$ cat src/rtl/consumidor_destinos_pkg.sv
// Shared types and constants for the destination-FIFO egress reader.
// Optional counters are controlled by CONSUMIDOR_CONTADORES_EN in the top file.
package consumidor_destinos_pkg;

  typedef enum logic {
    IDLE   = 1'b0,
    ACTIVE = 1'b1
  } state_t;

  localparam logic DEST_D0 = 1'b0;
  localparam logic DEST_D1 = 1'b1;

  localparam int OUT_DEPTH = 2;

  // Buffer slots already spoken for, net of the word leaving this cycle.
  function automatic logic [2:0] credit_occ(input logic [1:0] count,
                                            input logic       in_flight,
                                            input logic       drain);
    return {1'b0, count} + {2'b00, in_flight} - {2'b00, drain};
  endfunction

endpackage

$ cat src/rtl/consumidor_destinos_buffer_salida_2.sv
// Two-entry {tag, data} output FIFO; slot0 is always the head so it can drive
// the outputs straight from a register.
module buffer_salida_2
  import consumidor_destinos_pkg::*;
#(
  parameter int W = 9
) (
  input  logic         clk,
  input  logic         rst_n,
  input  logic         push,
  input  logic [W-1:0] push_data,
  input  logic         pop,
  output logic         full,
  output logic         empty,
  output logic [1:0]   count,
  output logic [W-1:0] head
);

  logic [W-1:0] slot0_r;
  logic [W-1:0] slot1_r;
  logic [1:0]   count_r;
  logic         do_pop_s;
  logic         do_push_s;

  assign do_pop_s  = pop & (count_r != 2'd0);
  assign do_push_s = push & ((count_r != 2'(OUT_DEPTH)) | do_pop_s);

  // Shift-style storage: a pop moves slot1 into the head slot.
  always_ff @(posedge clk or negedge rst_n) begin
    if (!rst_n) begin
      slot0_r <= {W{1'b0}};
      slot1_r <= {W{1'b0}};
      count_r <= 2'd0;
    end else begin
      case ({do_push_s, do_pop_s})
        2'b10: begin
          if (count_r == 2'd0) begin
            slot0_r <= push_data;
          end else begin
            slot1_r <= push_data;
          end
          count_r <= count_r + 2'd1;
        end
        2'b01: begin
          slot0_r <= slot1_r;
          count_r <= count_r - 2'd1;
        end
        2'b11: begin
          if (count_r == 2'd1) begin
            slot0_r <= push_data;
          end else begin
            slot0_r <= slot1_r;
            slot1_r <= push_data;
          end
        end
        default: begin
          count_r <= count_r;
        end
      endcase
    end
  end

  assign full  = (count_r == 2'(OUT_DEPTH));
  assign empty = (count_r == 2'd0);
  assign count = count_r;
  assign head  = slot0_r;

endmodule

$ cat src/rtl/consumidor_destinos.sv
// Round-robin egress reader for destination FIFOs D0/D1 with a 2-entry tagged
// output buffer. Define CONSUMIDOR_CONTADORES_EN to build the per-destination pop counters.
module consumidor_destinos
  import consumidor_destinos_pkg::*;
#(
  parameter int BITNUMBER = 8,
  parameter int CNTW      = 8
) (
  input  logic                 clk,
  input  logic                 reset,
  input  logic                 init,
  input  logic                 D0_can_pop,
  input  logic                 D1_can_pop,
  input  logic [BITNUMBER-1:0] data_D0,
  input  logic [BITNUMBER-1:0] data_D1,
  input  logic                 sink_ready,
  output logic                 pop_D0,
  output logic                 pop_D1,
  output logic [BITNUMBER-1:0] data_out,
  output logic                 valid_out,
  output logic                 dest_out,
  output logic [CNTW-1:0]      cnt_D0,
  output logic [CNTW-1:0]      cnt_D1,
  output logic                 idle
);

  state_t               state_r;
  state_t               state_next_s;
  logic                 last_grant_r;
  logic                 in_flight_r;
  logic                 in_flight_src_r;
  logic                 idle_r;
  logic                 grant_s;
  logic                 grant_src_s;
  logic                 drain_s;
  logic                 credit_ok_s;
  logic                 buf_full_s;
  logic                 buf_empty_s;
  logic                 buf_push_s;
  logic [1:0]           buf_count_s;
  logic [1:0]           count_next_s;
  logic [BITNUMBER:0]   push_word_s;
  logic [BITNUMBER:0]   head_s;

  assign valid_out   = ~buf_empty_s;
  assign drain_s     = valid_out & sink_ready;
  assign credit_ok_s = (credit_occ(buf_count_s, in_flight_r, drain_s) < 3'd2);

  // FSM next state: init alone moves between IDLE and ACTIVE.
  always_comb begin
    state_next_s = state_r;
    case (state_r)
      IDLE: begin
        if (init) begin
          state_next_s = ACTIVE;
        end else begin
          state_next_s = IDLE;
        end
      end
      ACTIVE: begin
        if (!init) begin
          state_next_s = IDLE;
        end else begin
          state_next_s = ACTIVE;
        end
      end
      default: begin
        state_next_s = IDLE;
      end
    endcase
  end

  // Round-robin grant; on contention the side that did not win last time goes.
  always_comb begin
    grant_s     = 1'b0;
    grant_src_s = DEST_D0;
    if ((state_r == ACTIVE) && credit_ok_s && reset) begin
      case ({D1_can_pop, D0_can_pop})
        2'b01: begin
          grant_s     = 1'b1;
          grant_src_s = DEST_D0;
        end
        2'b10: begin
          grant_s     = 1'b1;
          grant_src_s = DEST_D1;
        end
        2'b11: begin
          grant_s     = 1'b1;
          grant_src_s = (last_grant_r == DEST_D1) ? DEST_D0 : DEST_D1;
        end
        default: begin
          grant_s     = 1'b0;
          grant_src_s = DEST_D0;
        end
      endcase
    end else begin
      grant_s     = 1'b0;
      grant_src_s = DEST_D0;
    end
  end

  assign pop_D0 = grant_s & (grant_src_s == DEST_D0);
  assign pop_D1 = grant_s & (grant_src_s == DEST_D1);

  assign buf_push_s   = in_flight_r & (~buf_full_s | drain_s);
  assign push_word_s  = (in_flight_src_r == DEST_D1) ? {DEST_D1, data_D1} : {DEST_D0, data_D0};
  assign count_next_s = buf_count_s + {1'b0, buf_push_s} - {1'b0, drain_s};

  // Control state: FSM, arbitration history, in-flight tracking and idle flag.
  always_ff @(posedge clk or negedge reset) begin
    if (!reset) begin
      state_r         <= IDLE;
      last_grant_r    <= DEST_D1;
      in_flight_r     <= 1'b0;
      in_flight_src_r <= DEST_D0;
      idle_r          <= 1'b1;
    end else begin
      state_r     <= state_next_s;
      in_flight_r <= grant_s;
      if (grant_s) begin
        last_grant_r    <= grant_src_s;
        in_flight_src_r <= grant_src_s;
      end else begin
        last_grant_r    <= last_grant_r;
        in_flight_src_r <= in_flight_src_r;
      end
      idle_r <= (state_next_s == IDLE) & ~grant_s & (count_next_s == 2'd0);
    end
  end

  assign idle = idle_r;

  buffer_salida_2 #(
    .W(BITNUMBER + 1)
  ) u_buffer (
    .clk       (clk),
    .rst_n     (reset),
    .push      (buf_push_s),
    .push_data (push_word_s),
    .pop       (drain_s),
    .full      (buf_full_s),
    .empty     (buf_empty_s),
    .count     (buf_count_s),
    .head      (head_s)
  );

  assign data_out = head_s[BITNUMBER-1:0];
  assign dest_out = head_s[BITNUMBER];

`ifdef CONSUMIDOR_CONTADORES_EN
  logic [CNTW-1:0] cnt_d0_r;
  logic [CNTW-1:0] cnt_d1_r;

  // Counters track pops at issue time and wrap naturally.
  always_ff @(posedge clk or negedge reset) begin
    if (!reset) begin
      cnt_d0_r <= {CNTW{1'b0}};
      cnt_d1_r <= {CNTW{1'b0}};
    end else begin
      if (pop_D0) begin
        cnt_d0_r <= cnt_d0_r + {{(CNTW-1){1'b0}}, 1'b1};
      end else begin
        cnt_d0_r <= cnt_d0_r;
      end
      if (pop_D1) begin
        cnt_d1_r <= cnt_d1_r + {{(CNTW-1){1'b0}}, 1'b1};
      end else begin
        cnt_d1_r <= cnt_d1_r;
      end
    end
  end

  assign cnt_D0 = cnt_d0_r;
  assign cnt_D1 = cnt_d1_r;
`else
  assign cnt_D0 = {CNTW{1'b0}};
  assign cnt_D1 = {CNTW{1'b0}};
`endif

endmodule
$ cat config.mk
export PLATFORM = sky130hd
export DESIGN_NAME = consumidor_destinos
export DESIGN_NICKNAME = d
export VERILOG_FILES = /design/src/rtl/consumidor_destinos_pkg.sv /design/src/rtl/consumidor_destinos_buffer_salida_2.sv /design/src/rtl/consumidor_destinos.sv
export SDC_FILE = /design/constraint.sdc
export NUM_CORES = 1
export LEC_CHECK = 0
export CAP_MARGIN = 20
export CORE_ASPECT_RATIO = 0.6
export CORE_UTILIZATION = 41
export CTS_CLUSTER_DIAMETER = 100
export DETAILED_ROUTE_END_ITERATION = 7
export GPL_TIMING_DRIVEN = 0
export HOLD_SLACK_MARGIN = 0.12
export PLACE_DENSITY = 0.75
export SETUP_SLACK_MARGIN = 0.2
export SYNTH_ARGS = -nofsm -noshare
export SYNTH_HDL_FRONTEND = slang
export SYNTH_SLANG_ARGS = --single-unit
$ cat constraint.sdc
create_clock -name clk -period 2.8 [get_ports clk]
set_input_delay 0.56 -clock clk [delete_from_list [all_inputs] [get_ports clk]]
set_output_delay 0.56 -clock clk [all_outputs]
set_load 0.01 [all_outputs]
* After elaboration in Yosys (flattened, before gate mapping) *
Index checks and enable logic that the tools add are counted.

word-level totals
  register bits after elaboration = 25
  logic and storage cells = 67

operators by class
  add/sub/neg operators = 6
  order comparisons = 1
  equality and inequality tests = 12
  muxes and demuxes = 14
  bitwise logic cells = 15
  reductions and logical operators = 11

operators with widths
  kind                                                                          number
  9-bit 2-to-1 mux                                                              5
  9-bit one-hot mux with 3 select lines                                         1
  9-bit one-hot mux with 2 select lines                                         1
  2-bit equality test, second input constant                                    5
  1-bit AND                                                                     8
  2-bit != test, second input constant                                          4
  2-bit by 1-bit equality test with 1-bit output, second input constant         3
  2-bit nonzero test                                                            3
  1-bit 2-to-1 mux                                                              5
  1-bit NOT                                                                     5
  2-bit zero test                                                               2
  2-bit one-hot mux with 2 select lines                                         1
  2-bit by 1-bit adder with 3-bit output                                        1
  3-bit by 2-bit less-than comparator with 1-bit output, second input constant  1
  3-bit AND reduction                                                           1
  3-bit nonzero test                                                            1
  3-bit OR reduction                                                            1
  3-bit by 1-bit subtractor with 3-bit output                                   1
  2-bit by 1-bit adder with 2-bit output                                        1
  2-bit by 1-bit adder with 2-bit output, second input constant                 1
  1-bit logical AND                                                             2
  1-bit bitwise OR                                                              2
  1-bit one-hot mux with 2 select lines                                         1
  2-bit AND reduction                                                           1
  other kinds (2)                                                               2

* Longest topological paths before layout *
  depth after elaboration = 11
  depth in mapped cells = 12
  mapped depth without buffers = 11

* Modules after synthesis *
Synthesis repeated with hierarchy kept, for this count alone.

unflattened totals
  cells, all modules = 153
  area, all modules = 1,562.7 um^2

by module, submodules not included
  module               times used  cells each  area each (um^2)  sequential area each (um^2)
  buffer_salida_2      1           93          1,003.5           500.5
  consumidor_destinos  1           60          559.3             127.6

* Worst setup path before layout *
OpenSTA, ideal clock, no wires.

  path kind = register to output
  start point = register u_buffer.count_r[1] (netlist: u_buffer.count[1])
  end point = output pop_D0
  data arrival time = 2,603 ps
  required time = 2,240 ps
  setup slack = -363 ps
  stages on the path, launching flop included = 13
  cells stage by stage = dfrtp_1 -> inv_1 -> ha_1 -> nand2b_1 -> clkbuf_1 -> inv_1 -> ha_1 -> inv_1 -> nand2_1 -> fa_1 -> xnor2_1 -> nand3_1 -> a21oi_1

between the ends
  word-level cells in the longest chain between the ends = 10
  elaborated cells between the ends (all ways) = 12
  those cells by class = add/sub: 2; order compare: 1; mux: 2; bitwise: 4; reduce/logical: 3

RTL lines
  element                                                                                         RTL line                                   text
  start: declaration                                                                              consumidor_destinos_buffer_salida_2.sv:21  logic [1:0] count_r;
  start signal: assignment                                                                        consumidor_destinos_buffer_salida_2.sv:42  count_r <= count_r + 2'd1;
  start signal: assignment                                                                        consumidor_destinos_buffer_salida_2.sv:46  count_r <= count_r - 2'd1;
  start signal: assignment                                                                        consumidor_destinos_buffer_salida_2.sv:57  count_r <= count_r;
  parallel branches: the longest is 3 deep, another holds 2-bit by 1-bit adder with 3-bit output  --
  3-bit by 1-bit subtractor with 3-bit output *                                                   consumidor_destinos_pkg.sv:19              return {1'b0, count} + {2'b00, in_flight} - {2'b00, drain};
  3-bit by 2-bit less-than comparator with 1-bit output *                                         consumidor_destinos.sv:47                  assign credit_ok_s = (credit_occ(buf_count_s, in_flight_r, drain_s) < 3'd2);
  1-bit logical AND * (2 in a row)                                                                consumidor_destinos.sv:77                  if ((state_r == ACTIVE) && credit_ok_s && reset) begin
  1-bit 2-to-1 mux                                                                                consumidor_destinos.sv:77
  1-bit NOT                                                                                       consumidor_destinos.sv:102                 assign pop_D0 = grant_s & (grant_src_s == DEST_D0);
  1-bit AND *                                                                                     consumidor_destinos.sv:102
  end: declaration                                                                                consumidor_destinos.sv:17                  output logic pop_D0,

Every way passes the cells marked *.

* Worst setup path after layout *
  start point = register u_buffer.count_r[0] (netlist: u_buffer.count[0])
  end point = output pop_D0

Same word-level chain as after synthesis.

==> results.md <==
- Ys Warns: 0
- Placed Cells: 245
- Maximum buffer depth of the clock tree: 2
- Post-DR vias/cell: 4.894
- Flops & latches, synth: 25
- Initial DRC Count: 35
- Mean Syn Cell Area: 10.41 µm²
- I/O pin cnt: 51
- H-tree depth: 1
- Pwr Density: between 900 and 1000 mW/mm²
- Fin nets: 261
- Die area: 0.004068 mm²
- Cell Rows: 16
- CP arrival: 2550 ps
- Port-buffer cells: 34
- CTS tree: yes
- Initial antenna violation count: 0
- CTS clk-pin slew, worst paths: ~80 ps
- Final critical-path required period: 3109 ps
- Layout area overhead: 55.77%
- Peak VDD IR: between 0.0004 and 0.0005 V
- Prevailing post-synth register cell: dfrtp_1
- CP Capture Type: output pin
- CP max FO: 3
- ANT cells: 0
- Cell variety after synth: 34
- Setup-failing EPs final: 2
- Setup WS post-layout: -309.2 ps
- Clk root buf: clkbuf_8
- RSZ-0062 raised after global routing: true
- Async set-reset flop share out of synthesis: 100.0%
- Top post-synthesis cells by area: dfrtp_1, mux2_2, buf_4, ha_1, o211ai_1
- First-pass GRT wire length: approximately 6000 µm
- Core area: 0.003443 mm²
- DP Wirelength: roughly 2700 µm
- Clock skew: between 4 and 5 ps
- Startpoint types: flip-flop
- Starting Density: a little under half
- Antenna-violating nets left: 0
- Worst slew pin tran: around 520 ps
- Final hold viol count: 0
- Largest net degree at the start of global routing: 21
- Drt total wl: 3859 µm
- Vias in the first global route: 1,277
- Outcome: complete, but fails checks
- Post-synthesis mux area share: 12.26%
- Peak Freq: roughly 0.32 GHz
- Post-Synth Simple-Gate Area: 7.853%
- Overflow after GRT: 0
- Post-synth EDFFs: 0
- Pre-CTS WS: -956.5 ps
- Post-Synthesis Cells: 150
- Largest family of logic cells by synthesized area: compound AO/OA/AOI/OAI gates
- Avg WL per Cell: 14.14 µm
- Placer Congestion: 0.7691
- Classification of the worst setup path: reg2out
- MaxCap Viol Count: 0
- Drt pass-1 iters: 4
- HP Class: reg2reg
- Worst Hold Slack: 517.3 ps
- Post-Synth XOR/XNOR Area: between 2 and 2.5%
- Failing checks: negative setup slack
- Sum of internal, switching and leakage power: 2300 µW
- CTS buffer count: 3
- Worst-case reg-to-reg path depth: 14
- DRC viols: 0
- WHS Path Cells: 1
- Die X: 81.67 µm
- Clk_lat worst skew: 260 ps
- Clock sink count: 25
- Compound-gate portion of the synthesized area: ~16%
- Share of the synthesized area in the top cell type: 36.86%
- Synth Cell Area: ~0.0016 mm²
- Register area share after synthesis: between 40% and 50%
- Finished Layout Cells: 273
- Leakage: roughly 0.0011 µW
- Final worst path period share: 111.0%
- Synth Area in Adders: 8.494%
- Share of cells above drive strength 1: 41.23%
- Max Slew Vio Count: 0
- Largest area contributor in the netlist: dfrtp_1
- Critical path required time: 2240 ps
- Tot GR Track Use: approximately a fifth
- Die H: 49.81 µm
- Worst rel slew slack: 65.09%
- Vias: roughly 1,300
[synth_stat cells (2+ instances only)]
cell type	count
inv_1	9
a31oi_1	10
nand2_1	2
nor3_1	9
nor2_1	2
o211ai_1	9
a21boi_0	2
dfrtp_1	23
buf_4	16
ha_1	9
nand3_1	2
mux2_2	17
dfstp_2	2
buf_2	5
and2_1	2
clkbuf_1	2
o21ai_0	10
xnor2_1	3
[worst max-delay path, stage by stage, from the launching register on]
cell       delay, ps
dfrtp_1          380
inv_2             60
ha_4             160
nand2b_4         150
clkbuf_16        140
inv_4             40
ha_4             180
inv_2             60
nand2_2           50
fa_2             520
and3_4           220
nand3_4           70
a21oi_2          110
buf_2            140
[state kept, by name, indices dropped and copies added (netlist names)]
| name | count |
|---|---|
| in_flight_r | 1 |
| u_buffer.count | 2 |
| state_r | 1 |
| u_buffer.slot1_r | 9 |
| last_grant_r | 1 |
| in_flight_src_r | 1 |
| idle | 1 |
| u_buffer.head | 9 |
[what timing repair did]
action,CTS,global route
pin swaps,8,3
buffers inserted,15,9
endpoints found under the setup margin,12,20
gates resized for setup,19,13
hold buffers,0,0
[cell usage in the layout, fill, tap and decap left out, types with 2 or more instances in the layout]
| cell | Yosys | final |
|---|---|---|
| a31oi_1 | 10 | 10 |
| dfstp_2 | 2 | 2 |
| clkdlybuf4s50_1 | 0 | 31 |
| o21ai_0 | 10 | 10 |
| buf_2 | 5 | 4 |
| ha_4 | 0 | 3 |
| nand3_4 | 0 | 2 |
| mux2_4 | 0 | 3 |
| xnor2_1 | 3 | 2 |
| buf_4 | 16 | 37 |
| inv_1 | 9 | 4 |
| ha_1 | 9 | 6 |
| and2_1 | 2 | 2 |
| nor3_1 | 9 | 9 |
| clkbuf_8 | 0 | 3 |
| dfrtp_1 | 23 | 22 |
| inv_2 | 0 | 3 |
| conb_1 | 1 | 16 |
| mux2_2 | 17 | 14 |
| inv_4 | 0 | 2 |
| o211ai_1 | 9 | 9 |
| buf_6 | 1 | 6 |
[final timing paths]
kind	startpoint	to	slack (ps)
setup / recovery	u_buffer.count[0]$_DFFE_PN0P_	pop_D0	-310
hold / removal	u_buffer.slot1_r[4]$_DFFE_PN0P_	u_buffer.slot1_r[4]$_DFFE_PN0P_	520
setup reg to reg	u_buffer.count[0]$_DFFE_PN0P_	u_buffer.slot1_r[3]$_DFFE_PN0P_	260
hold reg to reg	u_buffer.slot1_r[4]$_DFFE_PN0P_	u_buffer.slot1_r[4]$_DFFE_PN0P_	520
max in group asynchronous	reset	idle$_DFF_PN1_	1710
min in group asynchronous	reset	u_buffer.slot1_r[3]$_DFFE_PN0P_	580
[report_power, final]
part | leakage [µW] | internal [µW] | switching [µW]
Clock | 0.0000255 | 99.4 | 111
Sequential | 0.000294 | 543 | 99.5
Combinational | 0.000765 | 818 | 629
Total | 0.00109 | 1460 | 839
[metrics by stage]
step	instance area (µm²)	setup TNS, ps	util [%]
final	2432	-575.6	70.64
after global routing	2432	-765.0	70.64
after CTS	2323	-592.2	67.48
after detailed placement	2125	-5456	61.70
after global placement	2097	-4495	60.90
after floorplan	1700	0	-
[cell families after synthesis]
kind of cell	after synthesis
compound gates	36
xor+xnor	4
fa+ha+maj	10
buf+inv	34
flops	25
mux	17
other cells	1
simple gates	23
[layer usage]
metal | vias up | wire (µm) | GRT usage [%]
met5 | - | 0 | 0
met4 | 0 | 29 | 2.047
met3 | 4 | 284 | 4.259
met2 | 55 | 1817 | 34.31
met1 | 622 | 1727 | 26.11
li1 | 655 | - | -
[layout make-up]
type,instances,area (µm²)
multi-input cells,106,902.1
clock inverters,1,5.005
fillers,265,1011
repair buffers,59,554.3
inverters,9,38.79
well taps,45,56.30
plain buffers,25,205.2
clock buffers,3,41.29
flip-flops and latches,25,629.4
(Power assumes the default switching activity.)
